**config.mk**
```make
export PLATFORM = sky130hd
export DESIGN_NAME = iaoq_prefetch_queue
export DESIGN_NICKNAME = d
export VERILOG_FILES = /design/src/rtl/iaoq_prefetch_queue_pkg.sv /design/src/rtl/iaoq_queue_ram.sv /design/src/rtl/iaoq_prefetch_queue.sv
export SDC_FILE = /design/constraint.sdc
export NUM_CORES = 1
export LEC_CHECK = 0
export BUFFER_PORTS_ARGS = -buffer_cell sky130_fd_sc_hd__buf_4
export CAP_MARGIN = 20
export CORE_AREA = 2 2 150 152
export DETAILED_ROUTE_END_ITERATION = 7
export DIE_AREA = 0 0 152 154
export HOLD_SLACK_MARGIN = 0.06
export PLACE_DENSITY = 0.86
export SLEW_MARGIN = 10
export SYNTH_ARGS = -nofsm -noshare
export SYNTH_HDL_FRONTEND = slang
export SYNTH_SLANG_ARGS = --single-unit
```
**constraint.sdc**
```tcl
create_clock -name clk -period 7.8 [get_ports clk]
set_clock_uncertainty 0.2 [all_clocks]
set_input_delay 1.56 -clock clk [delete_from_list [all_inputs] [get_ports clk]]
set_output_delay 1.56 -clock clk [all_outputs]
set_load 0.03 [all_outputs]
```
**src/rtl/iaoq_prefetch_queue_pkg.sv**
```systemverilog
// Shared fetch-path constants for the PA-RISC instruction prefetch queue.
package iaoq_prefetch_queue_pkg;

    localparam int          INST_W_DEF = 32;
    localparam int          PC_W_DEF   = 32;
    localparam int          PC_STEP    = 4;
    localparam logic [31:0] NOP_INST   = 32'h0800_0240;  // OR r0,r0,r0

endpackage

```
**src/rtl/iaoq_queue_ram.sv**
```systemverilog
// Entry storage for the prefetch queue: one write port, one async read port, no reset.
module iaoq_queue_ram
    import iaoq_prefetch_queue_pkg::*;
#(
    parameter int DEPTH     = 4,
    parameter int WIDTH     = INST_W_DEF + PC_W_DEF,
    parameter int ADDR_BITS = $clog2(DEPTH)
) (
    input  logic                 clk,
    input  logic                 we,
    input  logic [ADDR_BITS-1:0] waddr,
    input  logic [WIDTH-1:0]     wdata,
    input  logic [ADDR_BITS-1:0] raddr,
    output logic [WIDTH-1:0]     rdata
);

    logic [WIDTH-1:0] mem [DEPTH];

    always_ff @(posedge clk) begin
        if (we) begin
            mem[waddr] <= wdata;
        end
    end

    assign rdata = mem[raddr];

endmodule

```
**src/rtl/iaoq_prefetch_queue.sv**
```systemverilog
// Fetch PC owner and circular {inst, pc} prefetch queue feeding IF/ID, with
// redirect flush and PA-RISC nullification of the next instruction.
module iaoq_prefetch_queue
    import iaoq_prefetch_queue_pkg::*;
#(
    parameter int              INST_W   = INST_W_DEF,
    parameter int              PC_W     = PC_W_DEF,
    parameter int              ADDR_W   = 8,
    parameter int              DEPTH    = 4,
    parameter logic [PC_W-1:0] RESET_PC = '0,
    parameter int              CNT_W    = $clog2(DEPTH + 1)
) (
    input  logic              clk,
    input  logic              reset,
    output logic [ADDR_W-1:0] imem_addr,
    input  logic [INST_W-1:0] imem_data,
    input  logic              imem_ready,
    input  logic              redirect,
    input  logic [PC_W-1:0]   redirect_target,
    input  logic              nullify,
    input  logic              deq_ready,
    output logic              deq_valid,
    output logic [INST_W-1:0] deq_inst,
    output logic [PC_W-1:0]   deq_pc,
    output logic [CNT_W-1:0]  count,
    output logic              full,
    output logic              empty
);

    localparam int               PTR_W   = $clog2(DEPTH);
    localparam int               ENT_W   = INST_W + PC_W;
    localparam logic [CNT_W-1:0] DEPTH_C = CNT_W'(DEPTH);

    logic [PC_W-1:0]  fpc;
    logic [PTR_W-1:0] head;
    logic [PTR_W-1:0] tail;
    logic             null_pend;
    logic             pop;
    logic             enq;
    logic             null_eff;
    logic             wr_en;
    logic [ENT_W-1:0] rd_ent;
    logic             unused_tgt_lo;

    assign empty    = (count == '0);
    assign full     = (count == DEPTH_C);
    assign pop      = !empty && (deq_ready || nullify);
    // A full queue still accepts a fetch when the head leaves the same cycle.
    assign enq      = imem_ready && (!full || pop);
    // Nullify on an empty queue targets the next fetched entry, even this cycle's.
    assign null_eff = null_pend || (nullify && empty);
    assign wr_en    = enq && !null_eff && !redirect && !reset;

    assign unused_tgt_lo = ^redirect_target[1:0];

    always_ff @(posedge clk) begin
        if (reset) begin
            fpc       <= RESET_PC;
            head      <= '0;
            tail      <= '0;
            count     <= '0;
            null_pend <= 1'b0;
        end else if (redirect) begin
            fpc       <= {redirect_target[PC_W-1:2], 2'b00};
            head      <= '0;
            tail      <= '0;
            count     <= '0;
            null_pend <= 1'b0;
        end else begin
            if (enq) begin
                fpc       <= fpc + PC_W'(PC_STEP);
                null_pend <= 1'b0;
            end else begin
                null_pend <= null_eff;
            end
            if (wr_en) begin
                tail <= tail + 1'b1;
            end
            if (pop) begin
                head <= head + 1'b1;
            end
            count <= count + CNT_W'(wr_en) - CNT_W'(pop);
        end
    end

    iaoq_queue_ram #(
        .DEPTH    (DEPTH),
        .WIDTH    (ENT_W),
        .ADDR_BITS(PTR_W)
    ) u_ram (
        .clk  (clk),
        .we   (wr_en),
        .waddr(tail),
        .wdata({imem_data, fpc}),
        .raddr(head),
        .rdata(rd_ent)
    );

    assign imem_addr = fpc[ADDR_W-1:0];
    assign deq_valid = !empty;
    assign deq_inst  = empty ? '0 : rd_ent[ENT_W-1:PC_W];
    assign deq_pc    = empty ? '0 : rd_ent[PC_W-1:0];

endmodule
```
Word-level counts from Yosys, hierarchy flattened
Memory sizes are Yosys's and may differ from the RTL's. A register that Yosys moved wholly into a read port is not among the register bits.
Index checks and enable logic that the tools add are counted.
{"block": "word_totals", "romBits": 0, "inputBits": 70, "ram_bits": 256, "memories": 1, "latchBits": 0, "reg_bits": 40, "out_inout_bits": 78, "elab_cells": 39}
{"block": "classes", "bitwise": 0, "n_mux": 8, "add_sub_neg": 5, "div": 0, "n_lt_le_gt_ge": 0, "n_reduce_logical": 18, "n_eq_ne": 1, "shifts": 0, "n_mul": 0}
{"memory": "u_ram.mem", "depth": 4, "word_bits": 64, "read_ports": 1, "rd_ports_with_merged_regs": 1, "wr": 1, "line": "iaoq_queue_ram.sv:17", "source": "logic [WIDTH-1:0] mem [DEPTH];"}
{"cell": "32-bit two-way mux", "count": 4}
{"cell": "32-bit by 3-bit adder with 32-bit output, second input constant", "count": 1}
{"cell": "1-bit logical AND", "count": 6}
{"cell": "1-bit zero test", "count": 5}
{"cell": "2-bit by 1-bit adder with 2-bit output, second input constant", "count": 2}
{"cell": "2-bit two-way mux", "count": 2}
{"cell": "3-bit by 1-bit adder with 3-bit output", "count": 1}
{"cell": "3-bit equality test, second input constant", "count": 1}
{"cell": "3-bit zero test", "count": 1}
{"cell": "1-bit logical OR", "count": 3}
{"cell": "3-bit OR reduction", "count": 1}
{"cell": "3-bit by 1-bit subtractor with 3-bit output", "count": 1}
{"cell": "1-bit two-way mux", "count": 2}
{"cell": "2-bit nonzero test", "count": 1}
{"cell": "2-bit OR reduction", "count": 1}

Longest topological paths before layout
{"block": "depth", "ltp_word": 10, "depth_mapped": 13, "mapped_depth_nobuf": 13}

Modules after synthesis
Synthesis repeated with hierarchy kept, for this count alone.
{"block": "unflattened", "cells_unflattened": 715, "hier_area_um2": 12214.2}
{"module": "iaoq_queue_ram", "area_per_inst_um2": 9341.5, "instances": 1, "seq_area_each_um2": 7687.4, "cells_per_inst": 338}
{"module": "iaoq_prefetch_queue", "area_per_inst_um2": 2872.8, "instances": 1, "seq_area_each_um2": 760.7, "cells_per_inst": 377}

Least setup slack after synthesis
Ideal clock, no wire load.
{"block": "synth_timing", "path_type": "input -> register", "startpoint": "input port reset", "endpoint": "memory u_ram.mem[0][10] in the netlist's numbering, enable pin", "slack_ns": 3.001, "arrival_ns": 4.173, "path_buffers": 2, "setup_time_ns": 0.426, "t_required_ns": 7.174, "cell_stages": 5, "path_cell_list": "buf_4 > or2_2 > clkbuf_1 > nor3_1 > and2_1"}
{"block": "synth_between", "elab_chain_len": 4}
{"item": "start, declared", "line": "iaoq_prefetch_queue.sv:14", "source": "input logic reset,"}
{"item": "1-bit zero test", "line": "iaoq_prefetch_queue.sv:52", "source": "assign wr_en = enq && !null_eff && !redirect && !reset;"}
{"item": "1-bit logical AND", "line": "iaoq_prefetch_queue.sv:52"}
{"item": "1-bit two-way mux", "line": "iaoq_queue_ram.sv:20", "source": "if (we) begin"}
{"item": "1-bit two-way mux (not written as such)", "line": "iaoq_queue_ram.sv:21", "source": "mem[waddr] <= wdata;"}
{"item": "end, declared", "line": "iaoq_queue_ram.sv:17"}
No other way between the ends.

==> flow_summary.yaml <==
timing:
  min_period_ps: 4700
  fin_worst_hold_slack_ps: 313
  worst_pin_slew_ps: 958
  grt_setup_unrepaired: "no"
  hold_violations_final: 0
  fin_tns_setup_ps: 0
  max-slew-margin-rel_pct: 36.1
  slew_viol_final: 0
  setup-violations-final: 0
  fmax_ghz: 0.213
  worst_slack_ps: 3100
  timing.final.crit_share_pct: 60.3
route:
  drt_iter0_drc: 659
  vias_per_cell: 5.95
  drt_first_pass_iters: 5
  top_layer: "met4"
  routed-via-count: 6723
  drcViolationCount: 0
  wl_um: 23700
  detail_route.wl_per_cell_um: 20.9
  met3RoutedLength_um: 1580
  metal1_wirelength_um: 9950
  wire_length_on_met2_um: 11700
  final_antenna_net_count: 0
logic_synthesis:
  synth_top_area_cell: "edfxtp_1"
  synthCells: 693
  post_synthesis_sequential_area_ratio_pct: 69.9
  synth_area_sq_um: 11800
  synth.top_cells.by_area: "edfxtp_1, mux4_2, dfxtp_1"
  post_synth_edffs: 248
  synth_area_per_cell_sq_um: 17.0
  ys_warn_count: 0
  synth_common_cells: "edfxtp_1, and2_1, mux4_2, dfxtp_1, nor2_1"
  async_reset_ff_share_pct: 0
  post-synth-top-count-cell: "edfxtp_1"
  postSynth.topFlopCell: "edfxtp_1"
  flip_flop_and_latch_count_after_synthesis: 288
  synth_top_area_share_pct: 63.1
  yosysUniqueCellTypes: 56
place:
  detailed_place_hpwl_um: 14200
  pre_cts_ws_ps: 2830
  numPortBuffers: 141
  gp_congestion: 0.813
setup_path:
  worstPathRequired_ps: 6040
  worstPathArrival_ps: 2940
  critical-path-slowest-cell: "dfxtp_4"
  crit_path_max_incr_delay_ps: 790
  cell_breakdown_of_the_critical_path: "buf_4 > mux4_2 > and2_1 > buf_4"
  startpoint_type: "flip-flop"
  setup.worst_path.end_class: "primary output"
  critPathMostFrequentCell: "buf_4"
  critical_path.max_fanout: 32
  reg2reg_slack_ps: 3570
  timing_worst_setup_path_type: "reg -> out"
layout:
  antennaDiodeCount: 0
  final_layout_size_suffix_gt1_share_pct: 32.4
  num-nets-final: 906
  syn2layout_area_growth_pct: 18.7
  filler_cell_count: 1473
power_and_ir_drop:
  p_switching_uw: 901
  total_leakage_power_nw: 4.75
  power.switching_fraction_pct: 25.2
  seq_power_share_pct: 48.9
  cellPowerDensity_nw_per_um2: 255
  worst_vdd_ir_v: 0.000162
  power.share.combinational_pct: 13.3
  pwr-share-clk_pct: 37.8
  p_int_mw: 2.67
clock_tree:
  cts_setup_buffers: 0
  path_clk_slew_ps: 70
  clock_latency_ps: 550
  cts.root.buffer_cell: "clkbuf_16"
  cts_hold_buf: 0
  cts_buffer_depth: 3
  cts_buffers: 28
  cts_resized: 0
  level_count_of_the_clock_h_tree: 1
  number_of_clock_sinks: 288
  cts_tree: "done"
global_routing:
  antenna_found_initial: 0
  grt_max_degree: 66
  grt_pass1_wl_um: 37500
  globalRouteTotalUtil_pct: 20.3
  grt_pass1_vias: 6820
  grt-ovfl-total: 0
flow_run:
  drv_cap: 0
floorplan:
  boundaryPins: 148
  placement_rows: 54
  initial_core_util_pct: 54.4
  design.die.area_sq_um: 23400
  chipWidth_um: 152
  dieHeight_um: 154
  design.core.area_sq_um: 21700
run_status:
  outcome: "finished, final reports clean"
worst_hold_path:
  worstHoldPathType: "reg -> reg"
## kinds of logic after synthesis
| logic type | count (synthesis) | share of synthesized area, % |
|---|---|---|
| buf+inv | 64 | 2.59 |
| xor+xnor | 11 | 0.816 |
| flops | 288 | 69.9 |
| mux | 65 | 12.1 |
| other cells | 1 | 0.0318 |
| fa+ha+maj | 8 | 0.911 |
| simple gates | 189 | 9.43 |
| compound gates | 67 | 4.27 |
## final cells by class
class / instances / area (sq um) / share of cell area [%]
inverters: 17 / 63.8 / 0.455
multi-input cells: 344 / 3270 / 23.3
clock buffers: 32 / 726 / 5.18
repair buffers: 149 / 1140 / 8.12
well taps: 280 / 350 / 2.50
clock inverters: 20 / 216 / 1.54
flip-flops and latches: 288 / 8250 / 58.9
## power groups by stage
stage                     Sequential, mW  Clock [mW]  Combinational (mW)
after CTS                           1.75        1.37               0.478
after detailed placement            1.78           0               0.475
final                               1.75        1.35               0.474
after global placement              1.78           0               0.470
after floorplan                     1.76           0               0.307
after global routing                1.75        1.43               0.507
## worst max-delay path, delay by kind of cell (launching register included)
family,cells,cell delay [ps]
mux,1,570
buf+inv,2,810
flops,1,790
simple gates,1,180
## layer usage
| metal | GRT usage [%] | vias up |
|---|---|---|
| met4 | 4.63 | 0 |
| met1 | 28.3 | 3386 |
| met2 | 34.0 | 282 |
| li1 | - | 3013 |
| met5 | 0 | - |
| met3 | 3.52 | 42 |
## stage by stage
step	power [mW]	cell area [sq um]	instances	utilization, %
after detailed placement	2.26	13000	1077	60.2
after CTS	3.60	14000	1129	64.5
after global placement	2.25	13000	1077	60.2
after global routing	3.69	14000	1130	64.6
final	3.57	14000	1130	64.6
after floorplan	2.07	11800	696	-
## registers in the layout (all words and copies together) (netlist names), named ones only
name	count
count	3
u_ram.mem	248
null_pend	1
head	2
tail	2
fpc	30
## path summary, 6_finish.rpt
kind / from / endpoint / cells after the start
max: flip-flop / deq_inst[30] / 4
min: tail[1]$_SDFFE_PP0P_ / tail[1]$_SDFFE_PP0P_ / 2
max reg2reg: count[1]$_SDFF_PP0_ / u_ram.mem[3][63]$_DFFE_PP_ / 7
min reg2reg: tail[1]$_SDFFE_PP0P_ / tail[1]$_SDFFE_PP0P_ / 2
## cells in the final DEF (no fill, tap or decap), types with 4 or more instances in the layout
cell,instances
o21ai_0,9
nand2_1,14
buf_4,148
and2_1,64
a2111oi_0,6
nand3_1,11
xor2_1,6
ha_1,7
nor3_1,6
dfxtp_1,38
a311oi_1,12
a211oi_1,15
clkbuf_16,28
nor4_1,6
inv_1,15
o31ai_1,10
xnor2_1,5
and4_1,7
conb_1,4
clkinvlp_4,7
edfxtp_1,248
mux4_2,62
or4_1,8
nor2_1,33
nand4_1,11
Note: power is estimated with default switching activity, not from simulation.
